### src/rtl/serial_add_pkg.sv
// Shared constants for the bit-serial adder controller: FSM encoding,
// legal WIDTH range and the bit-counter width helper.
package serial_add_pkg;

    localparam logic [1:0] ST_IDLE  = 2'd0;
    localparam logic [1:0] ST_SHIFT = 2'd1;
    localparam logic [1:0] ST_DONE  = 2'd2;

    localparam int WIDTH_MIN = 1;
    localparam int WIDTH_MAX = 32;

    // One spare bit so the counter can never wrap inside an operation.
    function automatic int cnt_width(input int w);
        return $clog2(w) + 1;
    endfunction

endpackage

### src/rtl/fa_cell.sv
// Combinational full adder made of two half adders and an OR; this is the
// single arithmetic cell stepped once per clock by serial_add_ctrl.
module fa_cell (
    input  logic a,
    input  logic b,
    input  logic ci,
    output logic s,
    output logic co
);

    logic s0;
    logic c0;
    logic c1;

    half_adder u_ha0 (.a(a),  .b(b),  .s(s0), .c(c0));
    half_adder u_ha1 (.a(s0), .b(ci), .s(s),  .c(c1));

    assign co = c0 | c1;

endmodule

### src/rtl/half_adder.sv
// One-bit half adder; building block of the serial full-adder cell.
module half_adder (
    input  logic a,
    input  logic b,
    output logic s,
    output logic c
);

    assign s = a ^ b;
    assign c = a & b;

endmodule

### src/rtl/serial_add_ctrl.sv
// Bit-serial WIDTH-bit adder controller: latches operands on start, runs one
// full-adder cell LSB-first for WIDTH cycles, then pulses done for one cycle.
// Defining SERIAL_ADD_OVF_EN adds the two's-complement overflow output ovf.
module serial_add_ctrl
    import serial_add_pkg::*;
#(
    parameter int WIDTH = 8
) (
    input  logic             clk,
    input  logic             rst_n,
    input  logic             start,
    input  logic [WIDTH-1:0] a,
    input  logic [WIDTH-1:0] b,
    input  logic             cin,
    output logic             busy,
    output logic             done,
    output logic [WIDTH-1:0] sum,
    output logic             cout
`ifdef SERIAL_ADD_OVF_EN
   ,output logic             ovf
`endif
);

    // Handshake: start is sampled only while idle; the request is accepted on
    // that edge with a/b/cin captured. done is a one-cycle pulse during which
    // sum/cout are valid; they then hold until the next completed operation.

    localparam int             CW       = cnt_width(WIDTH);
    localparam logic [CW-1:0]  CNT_LAST = CW'(WIDTH - 1);

    if (WIDTH < WIDTH_MIN || WIDTH > WIDTH_MAX) begin : g_bad_width
        $error("serial_add_ctrl: WIDTH out of range");
    end

    logic [1:0]       state_q, state_d;
    logic [WIDTH-1:0] sa_q, sa_d;
    logic [WIDTH-1:0] sb_q, sb_d;
    logic             carry_q, carry_d;
    logic [CW-1:0]    cnt_q, cnt_d;
    logic [WIDTH-1:0] ps_q, ps_d;
    logic [WIDTH-1:0] sum_q, sum_d;
    logic             cout_q, cout_d;
`ifdef SERIAL_ADD_OVF_EN
    logic             ovf_q, ovf_d;
`endif

    logic             cell_s;
    logic             cell_co;
    logic [WIDTH-1:0] ps_shift;

    fa_cell u_fa (
        .a  (sa_q[0]),
        .b  (sb_q[0]),
        .ci (carry_q),
        .s  (cell_s),
        .co (cell_co)
    );

    always_comb begin
        ps_shift          = ps_q >> 1;
        ps_shift[WIDTH-1] = cell_s;

        state_d = state_q;
        sa_d    = sa_q;
        sb_d    = sb_q;
        carry_d = carry_q;
        cnt_d   = cnt_q;
        ps_d    = ps_q;
        sum_d   = sum_q;
        cout_d  = cout_q;
`ifdef SERIAL_ADD_OVF_EN
        ovf_d   = ovf_q;
`endif

        case (state_q)
            ST_IDLE: begin
                if (start) begin
                    sa_d    = a;
                    sb_d    = b;
                    carry_d = cin;
                    cnt_d   = '0;
                    ps_d    = '0;
                    state_d = ST_SHIFT;
                end
            end
            ST_SHIFT: begin
                ps_d    = ps_shift;
                sa_d    = sa_q >> 1;
                sb_d    = sb_q >> 1;
                carry_d = cell_co;
                cnt_d   = cnt_q + CW'(1);
                if (cnt_q == CNT_LAST) begin
                    sum_d   = ps_shift;
                    cout_d  = cell_co;
`ifdef SERIAL_ADD_OVF_EN
                    // carry_q is the carry into the MSB on this final step.
                    ovf_d   = carry_q ^ cell_co;
`endif
                    state_d = ST_DONE;
                end
            end
            ST_DONE: state_d = ST_IDLE;
            default: state_d = ST_IDLE;
        endcase
    end

    always_ff @(posedge clk or negedge rst_n) begin
        if (!rst_n) begin
            state_q <= ST_IDLE;
            sa_q    <= '0;
            sb_q    <= '0;
            carry_q <= 1'b0;
            cnt_q   <= '0;
            ps_q    <= '0;
            sum_q   <= '0;
            cout_q  <= 1'b0;
`ifdef SERIAL_ADD_OVF_EN
            ovf_q   <= 1'b0;
`endif
        end else begin
            state_q <= state_d;
            sa_q    <= sa_d;
            sb_q    <= sb_d;
            carry_q <= carry_d;
            cnt_q   <= cnt_d;
            ps_q    <= ps_d;
            sum_q   <= sum_d;
            cout_q  <= cout_d;
`ifdef SERIAL_ADD_OVF_EN
            ovf_q   <= ovf_d;
`endif
        end
    end

    assign busy = (state_q == ST_SHIFT);
    assign done = (state_q == ST_DONE);
    assign sum  = sum_q;
    assign cout = cout_q;
`ifdef SERIAL_ADD_OVF_EN
    assign ovf  = ovf_q;
`endif

endmodule

### config.mk
export PLATFORM = sky130hd
export DESIGN_NAME = serial_add_ctrl
export DESIGN_NICKNAME = d
export VERILOG_FILES = /design/src/rtl/serial_add_pkg.sv /design/src/rtl/fa_cell.sv /design/src/rtl/half_adder.sv /design/src/rtl/serial_add_ctrl.sv
export SDC_FILE = /design/constraint.sdc
export NUM_CORES = 1
export LEC_CHECK = 0
export CORE_MARGIN = 4
export CORE_UTILIZATION = 51
export DETAILED_ROUTE_END_ITERATION = 10
export MAX_ROUTING_LAYER = met4
export PLACE_DENSITY = 0.9
export RECOVER_POWER = 50
export SLEW_MARGIN = 20
export SYNTH_ARGS = -nofsm -noshare
export SYNTH_HDL_FRONTEND = slang
export SYNTH_SLANG_ARGS = --single-unit
### constraint.sdc
create_clock -name clk -period 2.03 [get_ports clk]
set_input_delay 0.609 -clock clk [delete_from_list [all_inputs] [get_ports clk]]
set_output_delay 0.609 -clock clk [all_outputs]
set_load 0.05 [all_outputs]
==> run metrics, run 1 <==
final hold viol count=0; status=finished clean; Clock Path Buffers=2; drt pass-1 iters=4; Ports=31; CTS resizes=0; largest net degree at the start of global routing=40; Worst EP required=around 1.4 ns; cell area after synthesis=1650 µm²; worst hold path class=in2async; Setup CP Type=reg2out; sequential-to-total area share from yosys stat=59.1%; Crit. End Element=output pin; number of nets in the layout=195; Synth area leader=dfrtp_1; Crit path arrival time=1.32 ns; Fin Clk Skew=~0.0078 ns; critical-path cell list=nor2b_4, buf_12; Post-CTS Setup Inserts=0; CTS root buf=clkbuf_4; f_max=0.517 GHz; Clock transition at path regs=roughly 0.11 ns; synth top area cells=dfrtp_1, a22oi_1, mux2_2; Worst VDD drop=0.571 mV; combinational share of power=41.9%; most common cell after layout, fill and taps aside=dfrtp_1; met3 wire len=202 µm; Pwr Density=between 1000 and 1500 nW/µm²; mean area per synthesized cell=11.9 µm²; Metal-1 WL=1350 µm; RSZ-0062 raised after global routing=false; worst-margin pin slew=0.909 ns; routability cong.=between 0.7 and 0.8; GRT overflow=0; Yosys warning count=0; Slew Limit Fails=0; hpwl dp=2240 µm; PortBufs=30; CTS H-tree lvls=2; Final min period=1.93 ns; Num CTS Buffers=5; CP Launch Type=flop; CTS sink cnt=39; Worst-Skew Late Latency=~0.34 ns; cell total after placement=between 200 and 250; Worst Path Max Fanout=12; final setup fails=0; Cell Count, Final, Fillers Out=~220; Filler cells=241; Die Area=4210 µm²; global-route wire length before repair=approximately 5500 µm; Seq pwr share=around 45%; share of the synthesized area in the top cell type=59.1%; Seq cells post-synth=39; Iter 0 DRT Violations=between 50 and 60; MaxCap Viol Count=0; Sw Share=39.8%; WL per Instance=14.4 µm; Rel. slew slack=39.4%; DRT Wirelength=between 3000 and 4000 µm; Crit-path slowest cell=dfrtp_2; setup TNS=0 ns; area grow syn2layout=23.4%; Top Layer Used=met4; Int Power=1.71 mW; # DRC=0; GRT Util Overall=between 15 and 20%; initial core utilization=53.7%; initial antenna violation count=0; Netlist cell types=25; vias in the first global route=1244; CTS tree=done; Die Width=64.9 µm; Crit path largest cell delay=between 0.4 and 0.5 ns; total core area=3080 µm²; Static Leak=between 0.9 and 1 nW; Final period util=95.2%; most frequent cells in the layout=dfrtp_1, nand2_1, clkdlybuf4s50_1; drt via density=5.58; Synth Instances=between 100 and 150; antenna cells=0; Mapped Nets=roughly 160; Switch Pwr=1.13 mW; Clock Power Share=13.4%; # hold bufs at CTS=0; vias=roughly 1200; layout cells sized above 1=22.4%; die height=roughly 65 µm; antenna-violating nets left=0; row cnt=20; wire length on met2=1550 µm
==> cells by family after synthesis <==
logic type	after synthesis	synth area share, %
multiplexers	10	6.82
adder cells (fa/ha/maj)	2	1.97
flip-flops	39	59.1
AND/OR/NAND/NOR	30	8.56
AO/OA/AOI/OAI	47	19.6
buffers and inverters	11	3.94
==> registers in the layout, indices dropped and copies added (netlist names) <==
register / flops
sa_q: 8
state_q: 2
cnt_q: 4
cout: 1
carry_q: 1
sum: 8
sb_q: 8
ps_q: 7
==> cells in the mapped netlist (all sizes together) <==
cell,instances
fa,1
buf,7
nor2,6
a22oi,15
a41oi,1
a31oi,2
clkbuf,3
o21ai,16
mux2,10
inv,1
ha,1
and2b,1
nand3,1
dfrtp,39
nand2,18
nor3b,1
nor2b,3
a32o,1
o21bai,1
a22o,9
a21oi,2
==> power groups by stage <==
| stage | logic (mW) | clock network, mW | registers (mW) |
|---|---|---|---|
| after floorplan | 0.630 | 0 | 1.47 |
| after global placement | 1.15 | 0 | 1.26 |
| after detailed placement | 1.20 | 0 | 1.28 |
| after CTS | 1.21 | 0.392 | 1.27 |
| after global routing | 1.29 | 0.440 | 1.30 |
| final | 1.19 | 0.381 | 1.27 |
==> worst max-delay path, delay by kind of cell, from the launching register on <==
family                 cells  cell delay [ns]
flip-flops                 1             0.49
AND/OR/NAND/NOR            1             0.31
buffers and inverters      1             0.18
==> cell type report <==
class	count	area (µm²)	share of cell area, %
multi-input combinational	89	613	30.1
timing repair buffer	37	335	16.5
sequential	39	977	47.9
tap	44	55.1	2.70
inverter	1	3.75	0.184
clock buffer	6	41.3	2.03
clock inverter	2	12.5	0.614
==> layer usage <==
layer / global-route usage (%) / up-vias
li1: - / 569
met1: 20.1 / 602
met2: 28.6 / 41
met3: 6.76 / 5
met4: 4.49 / 0
met5: - / -
==> worst paths after layout <==
check	startpoint	to	slack, ns	cells after the start
worst min register to register	sb_q[5]	sb_q[5]	0.50	2
worst max-delay path	state_q[1]	busy	0.1	2
worst min-delay path	rst_n	sum[2]	0.46	2
max in group asynchronous	rst_n	state_q[1]	0.96	2
worst max register to register	state_q[1]	sum[1]	0.36	4
min in group clk	sb_q[5]	sb_q[5]	0.50	2
==> per-stage QoR <==
| step | worst slack, ns | utilization [%] | hold WS [ns] | area [µm²] | power (mW) |
|---|---|---|---|---|---|
| after floorplan | 0.0971 | - | 0.313 | 1650 | 2.10 |
| after global placement | 0.124 | 64.7 | 0.464 | 1990 | 2.41 |
| after detailed placement | 0.0183 | 64.7 | 0.481 | 1990 | 2.48 |
| after CTS | 0.0307 | 66.4 | 0.305 | 2040 | 2.86 |
| after global routing | 0.0180 | 66.2 | 0.533 | 2040 | 3.04 |
| final | 0.0973 | 66.2 | 0.463 | 2040 | 2.84 |
No activity file was read; power rests on OpenSTA's default activity.
==> run 2: changes to the inputs <==
--- a/config.mk
+++ b/config.mk
@@ -9,7 +9,7 @@
 export CORE_UTILIZATION = 51
 export DETAILED_ROUTE_END_ITERATION = 10
 export MAX_ROUTING_LAYER = met4
-export PLACE_DENSITY = 0.9
+export PLACE_DENSITY = 0.78
 export RECOVER_POWER = 50
 export SLEW_MARGIN = 20
 export SYNTH_ARGS = -nofsm -noshare
==> constraint.sdc (replaced) <==
create_clock -name clk -period 2.21 [get_ports clk]
set_input_delay 0.663 -clock clk [delete_from_list [all_inputs] [get_ports clk]]
set_output_delay 0.663 -clock clk [all_outputs]
set_load 0.05 [all_outputs]
==> run 2 against run 1 <==
  * Non-clock buffer count is 1 lower
  * Combinational power shrank 7%
  * Register-to-register slack better by 0.15 ns
  * Critical path depth grew 1
  * Critical path type unchanged
  * Largest power group unchanged
  * Highest routed layer unchanged
==> run metrics, run 2 (same netlist as run 1, synthesis figures left out) <==
crit-path leading delay family=flip-flops; Setup CP Type=reg2out; RSZ-0062 raised after global routing=false; antenna-violating nets left=0; initial antenna violation count=0; Multi-input gate area=611 µm²; Clock Power Share=18.0%; drt pass-1 iters=4; f_max=0.489 GHz; status=finished clean; antenna cells=0; Setup WS pre-CTS=0.0949 ns; area grow syn2layout=28.5%; Clock transition at path regs=0.11 ns; Clock Path Buffers=2; Post-CTS Setup Inserts=0; Final period util=92.6%; routability cong.=just under 0.8; Worst-Skew Late Latency=between 0.3 and 0.4 ns; CTS H-tree lvls=2; worst-margin pin slew=1.06 ns; final hold viol count=0; most common cell after layout, fill and taps aside=dfrtp_1; setup TNS=0 ns; CP Launch Type=flop; Ports=31; die height=between 60 and 70 µm; worst hold path class=in2async; Int Power=around 1.7 mW; most frequent cells in the layout=dfrtp_1, nand2_1, clkdlybuf4s50_1; Rel. slew slack=between 20% and 30%; vias=approximately 1200; total core area=3080 µm²; PortBufs=30; worst hold slack=approximately 0.47 ns; Crit. End Element=output pin; Crit-path slowest cell=dfrtp_1; GRT overflow=0; crit path setup slack, layout=0.164 ns; final setup fails=0; layout cells sized above 1=16.2%; hpwl dp=2240 µm; Slew Limit Fails=0; Fin Clk Skew=0.00365 ns; CTS sink cnt=39; global-route wire length before repair=5710 µm; Crit path arrival time=1.38 ns; Worst EP required=~1.6 ns; GRT Util Overall=18.4%; Crit path largest cell delay=approximately 0.53 ns; Final min period=2.05 ns; Filler cells=between 200 and 250; Worst VDD drop=0.696 mV; DRT Wirelength=3200 µm; Sw Share=a little under two fifths; drt via density=5.49; Seq pwr share=41.9%; # DRC=0; Tot Pwr=2.76 mW; CTS root buf=clkbuf_4; row cnt=20; Static Leak=1.05 nW; largest net degree at the start of global routing=25; Switch Pwr=1.03 mW; Num CTS Buffers=5; MaxCap Viol Count=0; number of nets in the layout=194; initial core utilization=between 50% and 60%; vias in the first global route=1288; final design utilization=68.9%; WL per Instance=14.7 µm; combinational share of power=between 40% and 50%; critical-path cell list=inv_1, nor2_1, buf_12; Storage cell area=976 µm²; CTS tree=done; Die Area=~4200 µm²; Iter 0 DRT Violations=60; Worst Path Max Fanout=7; Die Width=64.9 µm; WP buf/inv=2; Pwr Density=1300 nW/µm²
## run 2: metrics by stage
stage	cells	cell area, µm²
2_1_floorplan	139	1650
3_3_place_gp	209	2020
3_5_place_dp	209	2020
4_1_cts	217	2100
5_1_grt	217	2120
6_report	217	2120
## run 2: layout make-up
type | count | share of cell area [%]
repair buffers | 36 | 18.4
multi-input cells | 89 | 28.8
inverters | 1 | 0.177
clock buffers | 6 | 2.42
clock inverters | 2 | 1.65
well taps | 44 | 2.59
flip-flops and latches | 39 | 46.0
## run 2: what timing repair did
item,in CTS,in global routing
hold buffers,0,0
gates resized for setup,0,9
endpoints found under the setup margin,0,9
## run 2: power groups by stage
stage          Combinational, mW  Sequential (mW)  Clock (mW)
2_1_floorplan              0.578             1.35           0
3_3_place_gp                1.08             1.16           0
3_5_place_dp                1.13             1.17           0
4_1_cts                     1.13             1.16       0.512
5_1_grt                     1.20             1.19       0.545
6_report                    1.11             1.16       0.497
## run 2: final timing paths
kind,depth (start not counted),slack (ns),from,endpoint
max,3,0.16,state_q[1],done
min,1,0.47,rst_n,ps_q[1]
max reg2reg,4,0.51,state_q[1],cout
min in group clk,2,0.50,sa_q[2],sa_q[2]
min reg2reg,2,0.50,sa_q[2],sa_q[2]
max in group asynchronous,2,1.08,rst_n,sb_q[5]
## run 2: worst register-to-register path, delay by kind of cell (launching register included)
family	cells	cell delay, ns
flops	1	0.50
simple gates	2	0.56
buf+inv	1	0.20
mux	1	0.34
## run 2: per-layer routing
layer | vias up | share of wire [%] | track usage, %
li1 | 571 | - | -
met1 | 578 | 45 | 20.9
met2 | 34 | 48 | 29.9
met3 | 8 | 4.4 | 4.51
met4 | 0 | 2.6 | 10.3
met5 | - | 0 | -
==> run 3: changes to the inputs <==
--- a/config.mk
+++ b/config.mk
@@ -11,7 +11,7 @@
 export MAX_ROUTING_LAYER = met4
 export PLACE_DENSITY = 0.78
 export RECOVER_POWER = 50
-export SLEW_MARGIN = 20
 export SYNTH_ARGS = -nofsm -noshare
 export SYNTH_HDL_FRONTEND = slang
 export SYNTH_SLANG_ARGS = --single-unit
+export TNS_END_PERCENT = 100
==> constraint.sdc (replaced) <==
create_clock -name clk -period 2.05 [get_ports clk]
set_input_delay 0.615 -clock clk [delete_from_list [all_inputs] [get_ports clk]]
set_output_delay 0.615 -clock clk [all_outputs]
set_load 0.05 [all_outputs]
==> run 3 against run 2 <==
  * Register-to-register slack worse by 0.15 ns
  * Final cell count stayed put
  * Clock power is 3% lower
  * Total power is 5.4% higher
  * Hold slack worse by 0.055 ns
==> run metrics, run 3 (same netlist as run 1, synthesis figures left out) <==
GRT Util Overall=between 10% and 20%; area grow syn2layout=24.5%; Final period util=between 90% and 100%; Iter 0 DRT Violations=33; GRT overflow=0; Die Area=approximately 4200 µm²; number of nets in the layout=195; Switch Pwr=1.10 mW; vias=1186; most frequent cells in the layout=dfrtp_1, nand2_1, clkdlybuf4s50_1; CTS tree=done; CP Launch Type=flop; initial core utilization=53.7%; Sw Share=37.7%; Slew Limit Fails=0; Setup WS pre-CTS=-0.0767 ns; CTS resizes=0; Worst VDD drop=0.619 mV; Post-CTS Setup Inserts=0; layout cells sized above 1=21.4%; # DRC=0; Worst EP required=between 1 and 1.5 ns; Die Width=64.9 µm; Worst Path Max Fanout=12; initial antenna violation count=0; Int Power=1.81 mW; Static Leak=0.918 nW; CP Launch Point=state_q[1]; PortBufs=30; vias in the first global route=1217; Setup CP Type=reg2out; row cnt=20; MaxCap Viol Count=0; worst-margin pin slew=1.01 ns; antenna-violating nets left=0; final setup fails=0; global-route wire length before repair=5500 µm; Clock Power Share=16.6%; largest net degree at the start of global routing=21; reg2reg start=state_q[1]; Num CTS Buffers=5; Pwr Density=approximately 1400 nW/µm²; Ports=31; CTS H-tree lvls=2; # hold bufs at CTS=0; DRT Wirelength=3240 µm; Seq pwr share=43.1%; Design Area, Final=about 2100 µm²; total core area=3080 µm²; die height=64.9 µm; f_max=0.518 GHz; worst hold path class=in2async; Worst-Skew Late Latency=0.34 ns; drt via density=around 5.5; antenna cells=0; Clock Path Buffers=2; Filler cells=243; Fin Clk Skew=0.00522 ns; Crit. End Element=output pin; CTS sink cnt=39; WL per Instance=14.9 µm; Rel. slew slack=32.6%; routability cong.=0.785; combinational share of power=40.3%; drt pass-1 iters=5; status=finished clean; RSZ-0062 raised after global routing=false; Clock transition at path regs=0.11 ns; crit path setup slack, layout=between 0.1 and 0.15 ns; Crit path arrival time=1.32 ns; hpwl dp=2310 µm; CTS root buf=clkbuf_4; final hold viol count=0; Placed Area=2000 µm²; Final min period=a little under 2 ns; most common cell after layout, fill and taps aside=dfrtp_1
[run 3: final timing paths]
path / end / slack [ns] / depth (start not counted)
worst max register to register: sum[1] / 0.36 / 4
worst min-delay path: ps_q[1] / 0.42 / 1
worst max-delay path: busy / 0.12 / 2
worst min register to register: sb_q[2] / 0.50 / 2
min in group clk: sb_q[2] / 0.50 / 2
max in group asynchronous: state_q[1] / 0.58 / 2
[run 3: per-layer routing]
metal | track usage, % | part of all wire [%] | wire length, µm
met5 | - | 0 | 0
met2 | 29.1 | 52 | 1670
met3 | 4.68 | 5.0 | 162
met4 | 7.65 | 1.4 | 47
met1 | 20.4 | 42 | 1360
[run 3: layout make-up]
type / instances / area [µm²] / area share, %
inverter: 1 / 3.75 / 0.183
tap: 44 / 55.1 / 2.68
clock buffer: 6 / 41.3 / 2.01
sequential: 39 / 977 / 47.5
timing repair buffer: 37 / 338 / 16.4
multi-input combinational: 89 / 611 / 29.7
clock inverter: 1 / 30.0 / 1.46
[run 3: worst max-delay path, cell delays in order, from the launching register on]
cell and delay, ns:
dfrtp_2 0.49, nor2b_4 0.31, buf_12 0.18
[run 3: through the flow]
stage | instances | TNS, ns | utilization (%) | hold WS (ns) | total power, mW
after CTS | 217 | 0 | 67.4 | 0.212 | 2.95
after global placement | 210 | 0 | 65.1 | 0.463 | 2.40
after global routing | 217 | 0 | 66.8 | 0.481 | 3.09
after floorplan | 139 | 0 | - | 0.319 | 2.08
after detailed placement | 210 | -0.162 | 65.1 | 0.471 | 2.46
final | 217 | 0 | 66.8 | 0.416 | 2.91
[run 3: power groups by stage]
stage | combinational [mW] | clock (mW) | sequential [mW]
6_report | 1.17 | 0.484 | 1.25
2_1_floorplan | 0.623 | 0 | 1.46
3_5_place_dp | 1.20 | 0 | 1.27
3_3_place_gp | 1.15 | 0 | 1.25
5_1_grt | 1.27 | 0.532 | 1.29
4_1_cts | 1.20 | 0.497 | 1.25
==> RTL edit 1: new RTL, flow settings as in run 3 <==
Reset style: synchronous (`rst_n`), changed in one clocked block.
--- a/src/rtl/serial_add_ctrl.sv
+++ b/src/rtl/serial_add_ctrl.sv
@@ -104,7 +104,7 @@
         endcase
     end
 
-    always_ff @(posedge clk or negedge rst_n) begin
+    always_ff @(posedge clk) begin
         if (!rst_n) begin
             state_q <= ST_IDLE;
             sa_q    <= '0;
Formal check against the unedited RTL: differs if rst_n is asserted again (counterexample within 4 cycles, from zero or initial values and one cycle with rst_n low); with rst_n held inactive, the same outputs for 10 cycles.
==> RTL edit 1 against run 3 <==
- fmax is 0.51% higher
- wire length is 6.8% higher
- area after synthesis is 9.2% higher
- sequential cell count stayed put
- count of clock-buffer cells in the layout stayed put
- setup slack better by 0.0097 ns
- final area is 2.5% higher
Power is not compared: it rests on default switching activity, and its combinational part moved more than twofold at a synthesized area within 25%.
==> RTL edit 1: results <==
setup_path:
  crit_type: "register to primary output"
  r2r_slack_ns: 0.32
  timing.rr.start: "state_q[0]$_SDFFE_PN0P_"
  cp_slowest_stage_delay_ns: 0.40
  critPathMaxFanout: 21
  worstSetupStartpoint: "state_q[1]$_SDFFE_PN0P_"
  slowest_stage: "dfxtp_1"
hold_path:
  worstHoldEndpoint: "sum[5]$_SDFFE_PN0P_"
  hold_class: "register to register"
synth:
  yosysUniqueCellTypes: 31
  async_flop_share_pct: 0
  syn_area_per_cell_um2: 9.65
  syn_nets: 209
  yosysSeqAreaShare_pct: 43.3
  synth_common_cells: "39 x dfxtp_1, 26 x nor2b_1, 22 x nand2_1"
  netlist_top_cells_area: "dfxtp_1 43%, nor2b_1 9.0%, mux2i_1 5.0%"
  yosysMostFrequentCell: "dfxtp_1"
global_route:
  grt_use_total_pct: 17.6
  grt_pass1_vias: 1378
  grt_pass1_wl_um: 5910
  grt_max_degree: 51
  antenna_found_initial: 0
  met2_usage_pct: 27.6
  grtUsageMet1_pct: 20.9
  use_met3_pct: 5.99
final_layout:
  diodes: 0
  fillCellCount: 290
  buf_share_pct: 16.9
  post_route_cells_drive_above_1_share_pct: 14.6
  multi_input_comb_area_um2: 868
  syn_to_final_growth_pct: 16.8
  multi_input_gates: 129
  clk_share_pct: 1.96
  register_area_um2: 781
  nets: 235
place:
  dp_cells: 252
  placed_cell_area_mm2: 0.00210
  post-dp-hpwl_um: 2310
  gp_congestion: 0.835
  io_buffer_count: 30
cts:
  cts-htree-levels: 2
timing:
  finClkSkew_ns: 0.00316
  worst_slack_ns: 0.128
  hold_ws_ns: 0.466
  slew_headroom_pct: 56.5
status:
  status: "complete, no violations"
flow_run:
  drv_cap: 0
routing:
  route.vias.total: 1384
  drt_iter0_markers: 93
  first_pass_iters: 4
  via_per_inst: 5.36
-- RTL edit 1: changes by cell type after synthesis, sizes merged, moves of 9 or more --
cell	run 3	this run
dfrtp	39	0
dfxtp	0	39
nor2b	3	26
o21ai	16	0
o221a	0	15
a21oi	2	15
mux2	10	0
a22o	9	0
mux2i	0	9
nor2	6	15
-- RTL edit 1: cells by family after synthesis --
kind of cell	after synthesis	synth area share, %
DFF	39	43.3
buffers and inverters	19	7.35
adders and majority gates	2	1.80
muxes	9	4.99
and+or+nand+nor	72	21.8
AOI/OAI and AO/OA	46	20.8
-- RTL edit 1: timing repair --
action                     4_1_cts  5_1_grt
hold buffers                     0        0
setup endpoints to repair        1        2
gates resized for setup          1        2
-- RTL edit 1: where the power goes --
group	switching, W	internal (W)
sequential	0.0000219	0.000792
clock	0.000228	0.000122
combinational	0.0000961	0.000113
-- RTL edit 1: routing by layer --
metal,share of wire [%],up-vias
li1,-,706
met1,48,642
met2,46,32
met3,5.0,4
met4,0.84,0
met5,0,-
==> RTL edit 2: new RTL, flow settings as in run 3 <==
Without the edit above. Change the parameter `WIDTH` from 8 to 6.
--- a/src/rtl/serial_add_ctrl.sv
+++ b/src/rtl/serial_add_ctrl.sv
@@ -4,7 +4,7 @@
 module serial_add_ctrl
     import serial_add_pkg::*;
 #(
-    parameter int WIDTH = 8
+    parameter int WIDTH = 6
 ) (
     input  logic             clk,
     input  logic             rst_n,
Interface: changed (resized a, b and sum); port bits go from 31 to 25. No check against the original RTL was run, so the function may have changed too.
==> RTL edit 2 against run 3 <==
- register-to-register slack got worse by 0.11 ns
- area after synthesis is 14% lower
- final area is 13% lower
- critical path type unchanged
- setup slack got worse by 0.0028 ns
- via count fell by 11%
- total power decreased by 9.1%
- core utilization up 2.6 points
- wire length fell by 12%
- sequential cell count is 8 lower
- highest routed layer unchanged
- combinational power is 6% lower
- clock skew fell by 0.0029 ns
==> RTL edit 2: results <==
pwr:
  pg_seq_w: 0.00104
  p_int_w: 0.00163
  leakage_nw: 0.797
final_layout:
  fillCellCount: 185
  nets: 171
  post_route_cells_drive_above_1_share_pct: 20.9
place:
  pre_cts_slack_ns: 0.203
  io_buffer_count: 24
  gp_congestion: 0.755
  post-dp-hpwl_um: 2040
timing:
  fin_crit_ns: 1.93
  hold_ws_ns: 0.494
routing:
  wl_met2_um: 1430
  first_pass_iters: 4
  wl_met1_um: 1270
  routed-wl-met3_um: 106
  wl_um: 2860
  drt_iter0_markers: 36
  route.vias.total: 1057
cts:
  clock_latency_ns: 0.33
status:
  status: "complete, no violations"
hold_path:
  hold_class: "register to register"
synth:
  synth_common_cells: "31 x dfrtp_1, 15 x o21ai_0, 11 x a22oi_1, 11 x nor2b_1, 9 x nand2_1"
  netlist_top_cells_area: "dfrtp_1 54%, mux2_4 7.4%, a22oi_1 5.8%"
  syn_nets: 142
global_route:
  grtUsageMet1_pct: 22.1
  use_met3_pct: 5.11
  grt_max_degree: 32
  grt_use_total_pct: 18.9
  met2_usage_pct: 30.1
setup_path:
  r2r_slack_ns: 0.25
  cp_slowest_stage_delay_ns: 0.44
RTL edit 2: cell count changes after synthesis, moves of 2 or more:
cell            run 3  this run
nor2b_1             2        11
buf_2               4         2
mux2_2             10         0
nor2_1              6         1
a21oi_1             2         8
dfrtp_1            39        31
a31oi_1             2         0
mux2_4              0         7
a22oi_1            15        11
inv_1               1         3
nand2_1            18         9
a22o_1              9         5
RTL edit 2: metrics by stage:
stage,util [%],area (um2)
after global placement,66.3,1700
final,69.3,1780
after floorplan,-,1420
after detailed placement,66.3,1700
after CTS,69.6,1790
after global routing,69.3,1780
RTL edit 2: logic make-up after synthesis:
kind of cell    share of synthesized area [%]
buf+inv                                  4.92
compound gates                           19.4
flops                                    54.5
mux                                      8.08
fa+ha+maj                                3.16
simple gates                             9.93
RTL edit 2: layout make-up:
| type | instances | area share, % |
|---|---|---|
| Clock buffer | 6 | 2.88 |
| Clock inverter | 2 | 1.97 |
| Inverter | 4 | 0.984 |
| Multi-Input combinational cell | 79 | 32.5 |
| Sequential cell | 31 | 43.6 |
| Tap cell | 30 | 2.11 |
| Timing Repair Buffer | 31 | 16.0 |
RTL edit 2: path summary, 6_finish.rpt:
check                                             from                   end  cells after the start
worst max-delay path            state_q[0]$_DFFE_PN0P_                  done                      3
worst min-delay path               sa_q[1]$_DFFE_PN0P_   sa_q[1]$_DFFE_PN0P_                      2
worst max register to register  state_q[1]$_DFFE_PN0P_    sum[5]$_DFFE_PN0P_                      4
worst min register to register     sa_q[1]$_DFFE_PN0P_   sa_q[1]$_DFFE_PN0P_                      2
max in group asynchronous                        rst_n  cnt_q[2]$_DFFE_PN0P_                      2
min in group asynchronous                        rst_n    sum[0]$_DFFE_PN0P_                      2
